## config.mk

```make
export PLATFORM = sky130hd
export DESIGN_NAME = uart_rx_frame
export DESIGN_NICKNAME = d
export VERILOG_FILES = /design/src/rtl/uart_rx_frame.sv
export SDC_FILE = /design/constraint.sdc
export NUM_CORES = 1
export LEC_CHECK = 0
export ABC_AREA = 1
export CAP_MARGIN = 20
export CORE_MARGIN = 3
export CORE_UTILIZATION = 40
export DETAILED_ROUTE_END_ITERATION = 10
export GPL_TIMING_DRIVEN = 1
export RECOVER_POWER = 100
export REMOVE_ABC_BUFFERS = 1
export SYNTH_ARGS = -nofsm -noshare
export SYNTH_HDL_FRONTEND = slang
export SYNTH_SLANG_ARGS = --single-unit
```

## constraint.sdc

```tcl
create_clock -name clk -period 3.75 [get_ports clk]
set_clock_uncertainty 0.1 [all_clocks]
set_input_delay 0.5625 -clock clk [delete_from_list [all_inputs] [get_ports clk]]
set_output_delay 0.5625 -clock clk [all_outputs]
set_load 0.01 [all_outputs]
```

## src/rtl/uart_rx_frame.sv

```systemverilog
// uart_rx_frame: oversampled UART receiver, 8 data bits + parity, 1 or 2 stops.
// Delivers each byte with parity/framing/overrun flags on a valid/ready port.
module uart_rx_frame (
  input  logic        clk,
  input  logic        reset,
  input  logic        rx,
  input  logic        parity_sel,
  input  logic        stop_sel,
  input  logic [11:0] baud_divisor,
  input  logic        ready_in,
  output logic [7:0]  data_out,
  output logic        valid_out,
  output logic        parity_err,
  output logic        frame_err,
  output logic        overrun_err,
  output logic        busy
);

  typedef enum logic [2:0] {
    IDLE,
    START,
    DATA,
    PARITY,
    STOP1,
    STOP2
  } state_t;

  state_t      state_q;
  state_t      state_d;
  logic        rx_s1;
  logic        rx_s2;
  logic        armed;
  logic [11:0] cnt;
  logic [11:0] div_q;
  logic [11:0] lim;
  logic        par_q;
  logic        stop_q;
  logic        pbit_q;
  logic        stop1_bad;
  logic [2:0]  idx;
  logic [7:0]  shreg;
  logic        tick;
  logic        start_det;
  logic        done;
  logic        consume;
  logic        ferr_new;
  logic        perr_new;

  assign start_det = (state_q == IDLE) && armed && !rx_s2;
  // START waits half a bit so every later sample lands mid-bit
  assign lim = (state_q == START) ? {1'b0, div_q[11:1]} : div_q;
  assign tick = (cnt == lim - 12'd1);
  assign consume = valid_out && ready_in;
  assign busy = (state_q != IDLE);

  assign ferr_new = !rx_s2 || ((state_q == STOP2) && stop1_bad);
  assign perr_new = ((^shreg) ^ pbit_q) != par_q;

  always_comb begin
    state_d = state_q;
    done = 1'b0;
    unique case (state_q)
      IDLE: begin
        if (start_det) state_d = START;
      end
      START: begin
        if (tick) state_d = rx_s2 ? IDLE : DATA;
      end
      DATA: begin
        if (tick && idx == 3'd7) state_d = PARITY;
      end
      PARITY: begin
        if (tick) state_d = STOP1;
      end
      STOP1: begin
        if (tick) begin
          state_d = stop_q ? STOP2 : IDLE;
          done = !stop_q;
        end
      end
      STOP2: begin
        if (tick) begin
          state_d = IDLE;
          done = 1'b1;
        end
      end
      default: state_d = IDLE;
    endcase
  end

  always_ff @(posedge clk) begin
    if (reset) begin
      rx_s1       <= 1'b1;
      rx_s2       <= 1'b1;
      state_q     <= IDLE;
      armed       <= 1'b0;
      cnt         <= 12'd0;
      idx         <= 3'd0;
      shreg       <= 8'd0;
      div_q       <= 12'd4;
      par_q       <= 1'b0;
      stop_q      <= 1'b0;
      pbit_q      <= 1'b0;
      stop1_bad   <= 1'b0;
      data_out    <= 8'd0;
      valid_out   <= 1'b0;
      parity_err  <= 1'b0;
      frame_err   <= 1'b0;
      overrun_err <= 1'b0;
    end else begin
      rx_s1   <= rx;
      rx_s2   <= rx_s1;
      state_q <= state_d;
      // a held-low line after a frame must go high before re-arming
      if (done) armed <= 1'b0;
      else if (rx_s2) armed <= 1'b1;
      if (state_q == IDLE || tick) cnt <= 12'd0;
      else cnt <= cnt + 12'd1;
      if (start_det) begin
        div_q     <= (baud_divisor < 12'd4) ? 12'd4 : baud_divisor;
        par_q     <= parity_sel;
        stop_q    <= stop_sel;
        idx       <= 3'd0;
        stop1_bad <= 1'b0;
      end
      if (state_q == DATA && tick) begin
        shreg <= {rx_s2, shreg[7:1]};
        idx   <= idx + 3'd1;
      end
      if (state_q == PARITY && tick) pbit_q <= rx_s2;
      if (state_q == STOP1 && tick) stop1_bad <= !rx_s2;
      if (done) begin
        data_out    <= shreg;
        valid_out   <= 1'b1;
        parity_err  <= perr_new;
        frame_err   <= ferr_new;
        overrun_err <= valid_out && !ready_in;
      end else if (consume) begin
        valid_out   <= 1'b0;
        parity_err  <= 1'b0;
        frame_err   <= 1'b0;
        overrun_err <= 1'b0;
      end
    end
  end

endmodule

```

==> results of run 1 <==
## per-layer routing
metal  wire (microns)  vias up  GRT usage (%)
met5                0        -              0
met4              133        0          7.346
met3              171       13          4.222
met2             3521       37          30.53
met1             3478     1300          20.77
li1                 -     1496              -
## sequential cells by signal (all words and copies together), names as in the netlist, 3 cells and up
register,flops
state_q,3
data_out,8
idx,3
div_q,12
shreg,8
cnt,12
## report_power, final
| group | internal (uW) | total, uW | leakage [uW] | switching [uW] |
|---|---|---|---|---|
| Clock | 381 | 659 | 0.000110 | 279 |
| Combinational | 154 | 454 | 0.00110 | 300 |
| Sequential | 616 | 626 | 0.000461 | 9.58 |
| Total | 1150 | 1740 | 0.00167 | 589 |
## through the flow
stage               instance area (sq um)  worst slack (ns)  hold WS [ns]
floorplan                            3182             1.046        0.2895
global placement                     3632            0.7994        0.2914
detailed placement                   3632            0.6619        0.2965
CTS                                  3859            0.6489        0.3144
global route                         3831            0.2721        0.3286
finish                               3831            0.5741        0.3101
## layout by cell type, fill, tap and decap left out, types with 2 or more instances in the layout
cell	count
a211oi_1	10
a21oi_1	27
a21oi_2	2
bufinv_16	2
clkbuf_1	3
clkbuf_8	9
clkdlybuf4s50_1	16
clkinv_4	2
dfxtp_1	57
dlygate4sd3_1	14
ha_1	4
inv_1	46
inv_2	5
inv_6	2
nand2_1	80
nand2_2	12
nand2_4	11
nand3_1	35
nand3_2	4
nand3_4	2
nand4_1	5
nor2_1	53
nor2_2	3
nor2_4	5
nor2_8	4
nor3_1	8
nor3b_1	3
nor4_1	2
o21ai_0	20
o21ai_1	8
or2_2	2
xnor2_1	6
xor2_1	11
## cell type report
class	count	area, sq um	share of cell area [%]
clock inverters	7	102.6	2.678
multi-input cells	321	1823	47.58
inverters	53	201.4	5.258
well taps	102	127.6	3.331
repair buffers	33	311.5	8.132
clock buffers	9	123.9	3.233
flip-flops and latches	57	1141	29.78
## worst max-delay path, cell delays in order, from the launching register on
cell	delay (ns)
dfxtp_1	0.40
inv_4	0.17
nand3_4	0.22
nand2_1	0.12
nand2_1	0.13
ha_1	0.33
xor2_1	0.16
nand2_1	0.07
nor2_1	0.10
nand2_1	0.06
nor2_1	0.10
nand3_1	0.12
nor2_4	0.15
nand3_4	0.17
nor2_8	0.26
inv_1	0.19
nand3_1	0.11
a21oi_1	0.06
## how the worst max path moves through the flow
stage / to / start / slack (ns)
global route: frame_err$_SDFFE_PP0P_ / state_q[1]$_SDFFE_PP0P_ / 0.27
CTS: idx[1]$_SDFFE_PP0P_ / state_q[1]$_SDFFE_PP0P_ / 0.65
finish: frame_err$_SDFFE_PP0P_ / state_q[1]$_SDFFE_PP0P_ / 0.57
floorplan: idx[1]$_SDFFE_PP0P_ / state_q[1]$_SDFFE_PP0P_ / 1.05
global placement: idx[1]$_SDFFE_PP0P_ / state_q[1]$_SDFFE_PP0P_ / 0.80
detailed placement: idx[1]$_SDFFE_PP0P_ / state_q[1]$_SDFFE_PP0P_ / 0.66
## cells by family (layout without fill, tap and decap cells)
group           count (synthesis)  count (layout)  share of synthesized area (%)
compound gates                 70              70                          12.43
xor+xnor                       17              17                          4.566
fa+ha+maj                       4               4                          1.535
buf+inv                        64             102                          8.595
flops                          57              57                          35.00
simple gates                  230             230                          37.87
==> results.sh, run 1 <==
export IMPL_status="finished clean"
export IMPL_die_area_sq_mm=0.009271
export IMPL_clk_latency_ns=0.34
export IMPL_fin_nets=497
export IMPL_synth_area_sq_mm=0.003261
export IMPL_tightest_slew_ns=1.051
export IMPL_num_vias=2846
export IMPL_cts_tree="built"
export IMPL_htreeDepth=3
export IMPL_grt_pass1_vias=2820
export IMPL_cellPowerDensity_mw_per_mm2=454.1
export IMPL_ys_async_sr_fraction_pct=0
export IMPL_yosys_warnings=0
export IMPL_start_util_pct=41.76
export IMPL_drt_iter0_markers=60
export IMPL_drtAntennaViolNets=0
export IMPL_nFillCells=793
export IMPL_cp_required_ns=3.83
export IMPL_numCtsBuffers=9
export IMPL_fin_util_pct=49.07
export IMPL_rr_endpoint="frame_err$_SDFFE_PP0P_"
export IMPL_reg2reg_slack_ns=0.57
export IMPL_finalMaxSlewViolations=0
export IMPL_dieWidth_microns=96.29
export IMPL_io_buffers=30
export IMPL_min_delay_start="rx_s1$_SDFF_PP1_"
export IMPL_finalCriticalPeriod_ns=3.176
export IMPL_coreArea_sq_mm=0.007807
export IMPL_yosysSeqAreaShare_pct=35.00
export IMPL_crit_path_start_kind="flop"
export IMPL_grt_remaining_overflow=0
export IMPL_synth_area_per_cell_sq_um=7.377
export IMPL_min_to="rx_s2$_SDFF_PP1_"
export IMPL_cts_setup_buffers=0
export IMPL_drt_wl_total_microns=7303
export IMPL_globalplace_congestion=0.8879
export IMPL_finalSetupViolCount=0
export IMPL_diodes=0
export IMPL_max_freq_mhz=314.9
export IMPL_wl_per_cell_microns=12.55
export IMPL_worstRegToRegCells=17
export IMPL_yosysTopAreaCellShare_pct=35.00
export IMPL_cp_max_fo=17
export IMPL_synth_top_flop_cell="dfxtp_1"
export IMPL_slew_headroom_pct=29.95
export IMPL_antenna_found_initial=0
export IMPL_fin_crit_sh_pct=84.69
export IMPL_tns_ns=0
export IMPL_finalHoldViolCount=0
export IMPL_synth_edf_count=0
export IMPL_clock_sinks=57
export IMPL_cts_resized=0
export IMPL_num_rows=32
export IMPL_viasPerCell=4.890
export IMPL_ios=31
export IMPL_cts_root_buf="clkbuf_8"
export IMPL_r2r_start="state_q[1]$_SDFFE_PP0P_"
export IMPL_arrival_ns=3.25
export IMPL_cp_end_kind="flop"
export IMPL_ys_types=37
export IMPL_max_cap_violations=0
export IMPL_criticalPathCategory="flop to flop"
export IMPL_hold_depth=1
export IMPL_yosys_register_bits=57
export IMPL_clk_pin_slew_worst_paths_ns=0.07
export IMPL_ctsLongestPathBuffers=2
export IMPL_hpwlAfterDp_microns=5429
export IMPL_postCtsHoldBufs=0
export IMPL_place_inst=566
export IMPL_die_height_microns=96.29
export IMPL_netlist_instances=442
export IMPL_final_layout_size_suffix_gt1_share_pct=14.17
export IMPL_grt_use_total_pct=17.67
export IMPL_rsz0062_at_grt="no"
export IMPL_synth_area_leaders="dfxtp_1 35%, nand2_1 9.2%, nor2_1 6.1%"
export IMPL_yosysTopAreaCell="dfxtp_1"
export IMPL_grt_max_degree=27
export IMPL_ir_drop_v=0.0001912
export IMPL_hp_class="flop to flop"
export IMPL_grt_first_pass_wirelength_microns=12670
export IMPL_syn_to_final_growth_pct=17.50
export IMPL_synth_common_cells="80 x nand2_1, 57 x dfxtp_1, 53 x nor2_1"
export IMPL_fin_cells=582
export IMPL_cellLeakagePower_uw=0.001669
export IMPL_power_uw=1740
export IMPL_drt_pass1_iter_count=4
export IMPL_synth_most_common_cell="nand2_1"
export IMPL_drc_errors=0
No activity file was read; power rests on OpenSTA's default activity.
==> run 2, diff against run 1 <==
- clock period: 3.75 -> 3 ns (I/O delays scaled with it)
==> run 2 against run 1 <==
  * Sequential power rose by 25%
  * Routed wire length rose by 0.68%
  * Global-route usage fell by 0.077 points
  * Largest power group is now sequential cells
  * Highest routed layer unchanged
==> results.sh, run 2 (synthesized netlist as in run 1, its figures left out) <==
export IMPL_wl_per_cell_microns=12.40
export IMPL_cp_max_fo=5
export IMPL_num_vias=2866
export IMPL_final_cell_mix="79 x nand2_1, 55 x dfxtp_1, 51 x nor2_1"
export IMPL_clk_pin_slew_worst_paths_ns=0.07
export IMPL_fin_crit_sh_pct=91.61
export IMPL_grt_first_pass_wirelength_microns=12520
export IMPL_crit_path_max_incr_delay_ns=0.32
export IMPL_io_buffers=30
export IMPL_seq_area_sq_mm=0.001146
export IMPL_grt_pass1_vias=2784
export IMPL_stdcell_area_sq_mm=0.003984
export IMPL_fin_nets=508
export IMPL_r2r_start="state_q[2]$_SDFFE_PP0P_"
export IMPL_num_rows=32
export IMPL_cellPowerDensity_mw_per_mm2=540.9
export IMPL_crit_path_cell_trace="inv_2 > nand2_1 > nor2_4 > nand2_1 > nand2_2 > ha_1 > xor2_1 > nand2_1 > nor2_1 > nand2_1 > nor2_2 > nand3_2 > nor2_4 > nand3_4 > buf_4 > a21oi_4 > nand3_1 > a21oi_1"
export IMPL_die_area_sq_mm=0.009271
export IMPL_finalCriticalPeriod_ns=2.748
export IMPL_critPathSlowestCell="dfxtp_1"
export IMPL_antenna_found_initial=0
export IMPL_finalSetupViolCount=0
export IMPL_drt_iter0_markers=79
export IMPL_arrival_ns=2.92
export IMPL_clk_latency_ns=0.34
export IMPL_ir_drop_v=0.0003117
export IMPL_viasPerCell=4.833
export IMPL_ios=31
export IMPL_dieWidth_microns=96.29
export IMPL_die_height_microns=96.29
export IMPL_worst_path_most_repeated_cell="nand2_1"
export IMPL_nFillCells=797
export IMPL_cp_end_kind="flop"
export IMPL_postCtsHoldBufs=0
export IMPL_combPwrFrac_pct=27.4
export IMPL_dp_slack_ns=-0.07054
export IMPL_tns_ns=0
export IMPL_switching_power_uw=702.9
export IMPL_hpwlAfterDp_microns=5480
export IMPL_power_frac_seq_pct=36.4
export IMPL_grt_max_degree=27
export IMPL_reg2reg_slack_ns=0.25
export IMPL_fin_cells=593
export IMPL_cellLeakagePower_uw=0.001730
export IMPL_clock_sinks=57
export IMPL_globalplace_congestion=0.8527
export IMPL_slew_headroom_pct=51.74
export IMPL_endpoint="state_q[2]$_SDFFE_PP0P_"
export IMPL_diodes=0
export IMPL_crit_start="state_q[2]$_SDFFE_PP0P_"
export IMPL_final_layout_size_suffix_gt1_share_pct=18.33
export IMPL_finalMaxSlewViolations=0
export IMPL_crit_path_start_kind="flop"
export IMPL_dpl_cell_area_sq_mm=0.003662
export IMPL_status="finished clean"
export IMPL_p_clk_share_pct=36.2
export IMPL_drt_wl_total_microns=7353
export IMPL_numCtsBuffers=9
export IMPL_htreeDepth=3
export IMPL_rr_endpoint="state_q[2]$_SDFFE_PP0P_"
export IMPL_coreArea_sq_mm=0.007807
export IMPL_grt_use_total_pct=17.59
export IMPL_worstRegToRegCells=18
export IMPL_hp_class="flop to flop"
export IMPL_cts_root_buf="clkbuf_8"
export IMPL_criticalPathCategory="flop to flop"
export IMPL_multi_input_area_sq_mm=0.001864
export IMPL_drt_pass1_iter_count=4
export IMPL_cts_tree="built"
export IMPL_finalHoldViolCount=0
export IMPL_final_common_cell="nand2_1"
export IMPL_max_cap_violations=0
export IMPL_max_freq_mhz=363.9
export IMPL_cp_required_ns=3.17
export IMPL_place_inst=570
export IMPL_reg_top3="cnt (12), div_q (12)"
export IMPL_drtAntennaViolNets=0
export IMPL_tightest_slew_ns=0.7194
export IMPL_ctsLongestPathBuffers=2
export IMPL_drc_errors=0
export IMPL_swShare_pct=32.62
export IMPL_start_util_pct=41.76
export IMPL_grt_remaining_overflow=0
export IMPL_setup_slack_ns=0.2516
export IMPL_p_int_uw=1452
export IMPL_syn_to_final_growth_pct=22.18
run 2: how the worst min path moves through the flow:
stage | from | to | slack, ns | cells after the start
after CTS | rx_s1$_SDFF_PP1_ | rx_s2$_SDFF_PP1_ | 0.32 | 1
after global placement | rx_s1$_SDFF_PP1_ | rx_s2$_SDFF_PP1_ | 0.29 | 1
after global routing | rx_s1$_SDFF_PP1_ | rx_s2$_SDFF_PP1_ | 0.32 | 1
after floorplan | rx_s1$_SDFF_PP1_ | rx_s2$_SDFF_PP1_ | 0.29 | 1
after detailed placement | rx_s1$_SDFF_PP1_ | rx_s2$_SDFF_PP1_ | 0.31 | 1
final | rx_s1$_SDFF_PP1_ | rx_s2$_SDFF_PP1_ | 0.31 | 1
run 2: cell type report:
cell class | instances | area share [%]
Multi-Input combinational cell | 321 | 46.80
Sequential cell | 57 | 28.77
Timing Repair Buffer | 44 | 10.80
Inverter | 53 | 5.119
Clock buffer | 11 | 3.298
Tap cell | 102 | 3.204
Clock inverter | 5 | 2.010
run 2: repair_timing:
item                                    CTS  global route
endpoints found under the setup margin   17            40
resized for setup                         1            10
pin swaps                                 1             3
setup buffers                             2             5
run 2: layer usage:
metal / wire length (microns) / part of all wire (%) / up-vias / track usage [%]
met3: 222 / 3.0 / 14 / 4.535
met5: 0 / 0 / - / 0
li1: - / - / 1521 / -
met2: 3476 / 47 / 40 / 29.50
met1: 3542 / 48 / 1291 / 21.45
met4: 111 / 1.5 / 0 / 6.754
run 2: through the flow:
stage	utilization, %	hold WS, ns	power [uW]
floorplan	-	0.2895	1242
global placement	46.91	0.2924	1364
detailed placement	46.91	0.3066	1369
CTS	50.14	0.3164	2164
global route	51.03	0.3236	2283
finish	51.03	0.3118	2155
run 2: worst max-delay path: cells and delay by family, from the launching register on:
kind,cells,cell delay (ns)
XOR/XNOR,1,0.13
buffers and inverters,2,0.29
AO/OA/AOI/OAI,2,0.28
flip-flops,1,0.32
adder cells (fa/ha/maj),1,0.26
AND/OR/NAND/NOR,12,1.31
run 2: power groups by stage:
stage | combinational [uW] | clock (uW) | sequential [uW]
2_1_floorplan | 445 | 0 | 797
3_3_place_gp | 565 | 0 | 799
3_5_place_dp | 569 | 0 | 800
4_1_cts | 573 | 808 | 783
5_1_grt | 658 | 839 | 786
6_report | 590 | 781 | 784
==> run 3, diff against run 2 <==
- GPL_TIMING_DRIVEN: 1 -> 0
- SLEW_MARGIN: not set -> 10
==> run 3 against run 2 <==
  * Clock power up 5.9%
  * Global-route usage about the same
  * Die area unchanged
  * Final cell count up 0.17%
  * First-iteration DRC count up 14%
  * Clock-buffer cell count down 1
  * Critical path depth unchanged
  * Routed wire length up 0.92%
  * Setup slack worse by 0.051 ns
  * Maximum frequency down 1.8%
  * Worst hold slack better by 0.0028 ns
==> results.sh, run 3 (synthesized netlist as in run 1, its figures left out) <==
export IMPL_status="finished clean"
export IMPL_grt_first_pass_wirelength_microns=12680
export IMPL_reg_top3="cnt (12), div_q (12)"
export IMPL_fin_nets=509
export IMPL_ir_drop_v=0.0003374
export IMPL_cellPowerDensity_mw_per_mm2=548.2
export IMPL_fin_crit_sh_pct=93.32
export IMPL_antenna_found_initial=0
export IMPL_max_cap_violations=0
export IMPL_dieWidth_microns=96.29
export IMPL_diodes=0
export IMPL_drt_wl_total_microns=7421
export IMPL_p_clk_share_pct=37.5
export IMPL_dp_slack_ns=-0.2185
export IMPL_grt_use_total_pct=17.63
export IMPL_top_layer="met4"
export IMPL_wl_per_cell_microns=12.49
export IMPL_grt_pass1_vias=2808
export IMPL_hp_class="flop to flop"
export IMPL_finalCriticalPeriod_ns=2.800
export IMPL_ios=31
export IMPL_cts_root_buf="clkbuf_8"
export IMPL_grt_remaining_overflow=0
export IMPL_finalMaxSlewViolations=0
export IMPL_cp_end_kind="flop"
export IMPL_nFillCells=782
export IMPL_met1_length_microns=3469
export IMPL_io_buffers=30
export IMPL_drt_pass1_iter_count=4
export IMPL_ctsLongestPathBuffers=2
export IMPL_wl_met3_microns=217
export IMPL_arrival_ns=2.97
export IMPL_cp_required_ns=3.17
export IMPL_cp_max_fo=6
export IMPL_cts_tree="built"
export IMPL_power_uw=2204
export IMPL_coreArea_sq_mm=0.007807
export IMPL_start_util_pct=41.76
export IMPL_setup_slack_ns=0.2003
export IMPL_crit_path_start_kind="flop"
export IMPL_fin_util_pct=51.51
export IMPL_globalplace_congestion=0.8387
export IMPL_clk_latency_ns=0.34
export IMPL_htreeDepth=3
export IMPL_finalHoldViolCount=0
export IMPL_route_met2_wl_microns=3654
export IMPL_die_area_sq_mm=0.009271
export IMPL_postCtsHoldBufs=0
export IMPL_die_height_microns=96.29
export IMPL_drtAntennaViolNets=0
export IMPL_numCtsBuffers=9
export IMPL_criticalPathCategory="flop to flop"
export IMPL_finalSetupViolCount=0
export IMPL_drt_iter0_markers=90
export IMPL_drc_errors=0
export IMPL_clk_pin_slew_worst_paths_ns=0.07
export IMPL_grt_max_degree=28
export IMPL_clock_sinks=57
export IMPL_final_common_cell="nand2_1"
export IMPL_viasPerCell=4.859
export IMPL_switching_power_uw=722.1
export IMPL_power_frac_seq_pct=35.5
export IMPL_slew_headroom_pct=35.73
export IMPL_hpwlAfterDp_microns=5201
export IMPL_tightest_slew_ns=0.9609
export IMPL_final_layout_size_suffix_gt1_share_pct=19.92
export IMPL_max_freq_mhz=357.2
export IMPL_final_cell_mix="78 x nand2_1, 54 x dfxtp_1, 52 x nor2_1"
export IMPL_cellLeakagePower_uw=0.001757
export IMPL_swShare_pct=32.76
export IMPL_num_rows=32
export IMPL_p_int_uw=1482
export IMPL_num_vias=2886
export IMPL_combPwrFrac_pct=27.0
export IMPL_syn_to_final_growth_pct=23.33
## run 3: worst paths after layout
path                                 from                        to  slack (ns)  cells past startpoint
setup / recovery  state_q[2]$_SDFFE_PP0P_  data_out[4]$_SDFFE_PP0P_        0.20                     18
hold / removal           rx_s1$_SDFF_PP1_          rx_s2$_SDFF_PP1_        0.31                      1
setup reg to reg  state_q[2]$_SDFFE_PP0P_  data_out[4]$_SDFFE_PP0P_        0.20                     18
hold reg to reg          rx_s1$_SDFF_PP1_          rx_s2$_SDFF_PP1_        0.31                      1
## run 3: timing repair
item / CTS / global route
setup buffers: 8 / 7
pin swaps: 3 / 7
setup endpoints to repair: 26 / 32
hold endpoints to repair: 0 / 0
gates resized for setup: 5 / 13
## run 3: area by class of cell
class | count | area (sq um) | area share, %
timing repair buffer | 45 | 437.9 | 10.89
clock inverter | 6 | 91.34 | 2.271
inverter | 53 | 210.2 | 5.227
tap | 102 | 127.6 | 3.174
multi-input combinational | 321 | 1864 | 46.36
clock buffer | 10 | 137.6 | 3.423
sequential | 57 | 1152 | 28.66
## run 3: stage by stage
| step | area (sq um) | setup TNS, ns | hold slack [ns] | cells |
|---|---|---|---|---|
| after global routing | 4021 | -0.01835 | 0.3218 | 594 |
| final | 4021 | 0 | 0.3146 | 594 |
| after global placement | 3610 | -3.348 | 0.2921 | 563 |
| after CTS | 3934 | 0 | 0.3176 | 587 |
| after floorplan | 3182 | 0 | 0.2895 | 431 |
| after detailed placement | 3610 | -3.261 | 0.2997 | 563 |
## run 3: layer usage
metal	vias to the layer above	track usage (%)
met3	9	4.222
met4	0	4.739
met5	-	0
met2	41	31.28
met1	1311	21.07
li1	1525	-
## run 3: critical path, cell delays in order (launching register included)
cell and delay, ns:
dfxtp_4 0.38, inv_4 0.08, nand2_2 0.07, nor2_4 0.15
nand2_1 0.08, nand2_2 0.11, ha_2 0.28, xor2_1 0.12
nand2_1 0.06, nor2_1 0.09, nand2_1 0.07, nor2_2 0.12
nand3_2 0.11, nor2_4 0.16, nand3_4 0.18, nor2_8 0.22
buf_12 0.14, o21ai_0 0.06, a21oi_1 0.15
## run 3: power by group through the flow
stage / sequential [uW] / clock (uW) / combinational (uW)
floorplan: 797 / 0 / 445
global placement: 799 / 0 / 551
detailed placement: 799 / 0 / 557
CTS: 782 / 847 / 570
global route: 783 / 878 / 665
finish: 782 / 827 / 595
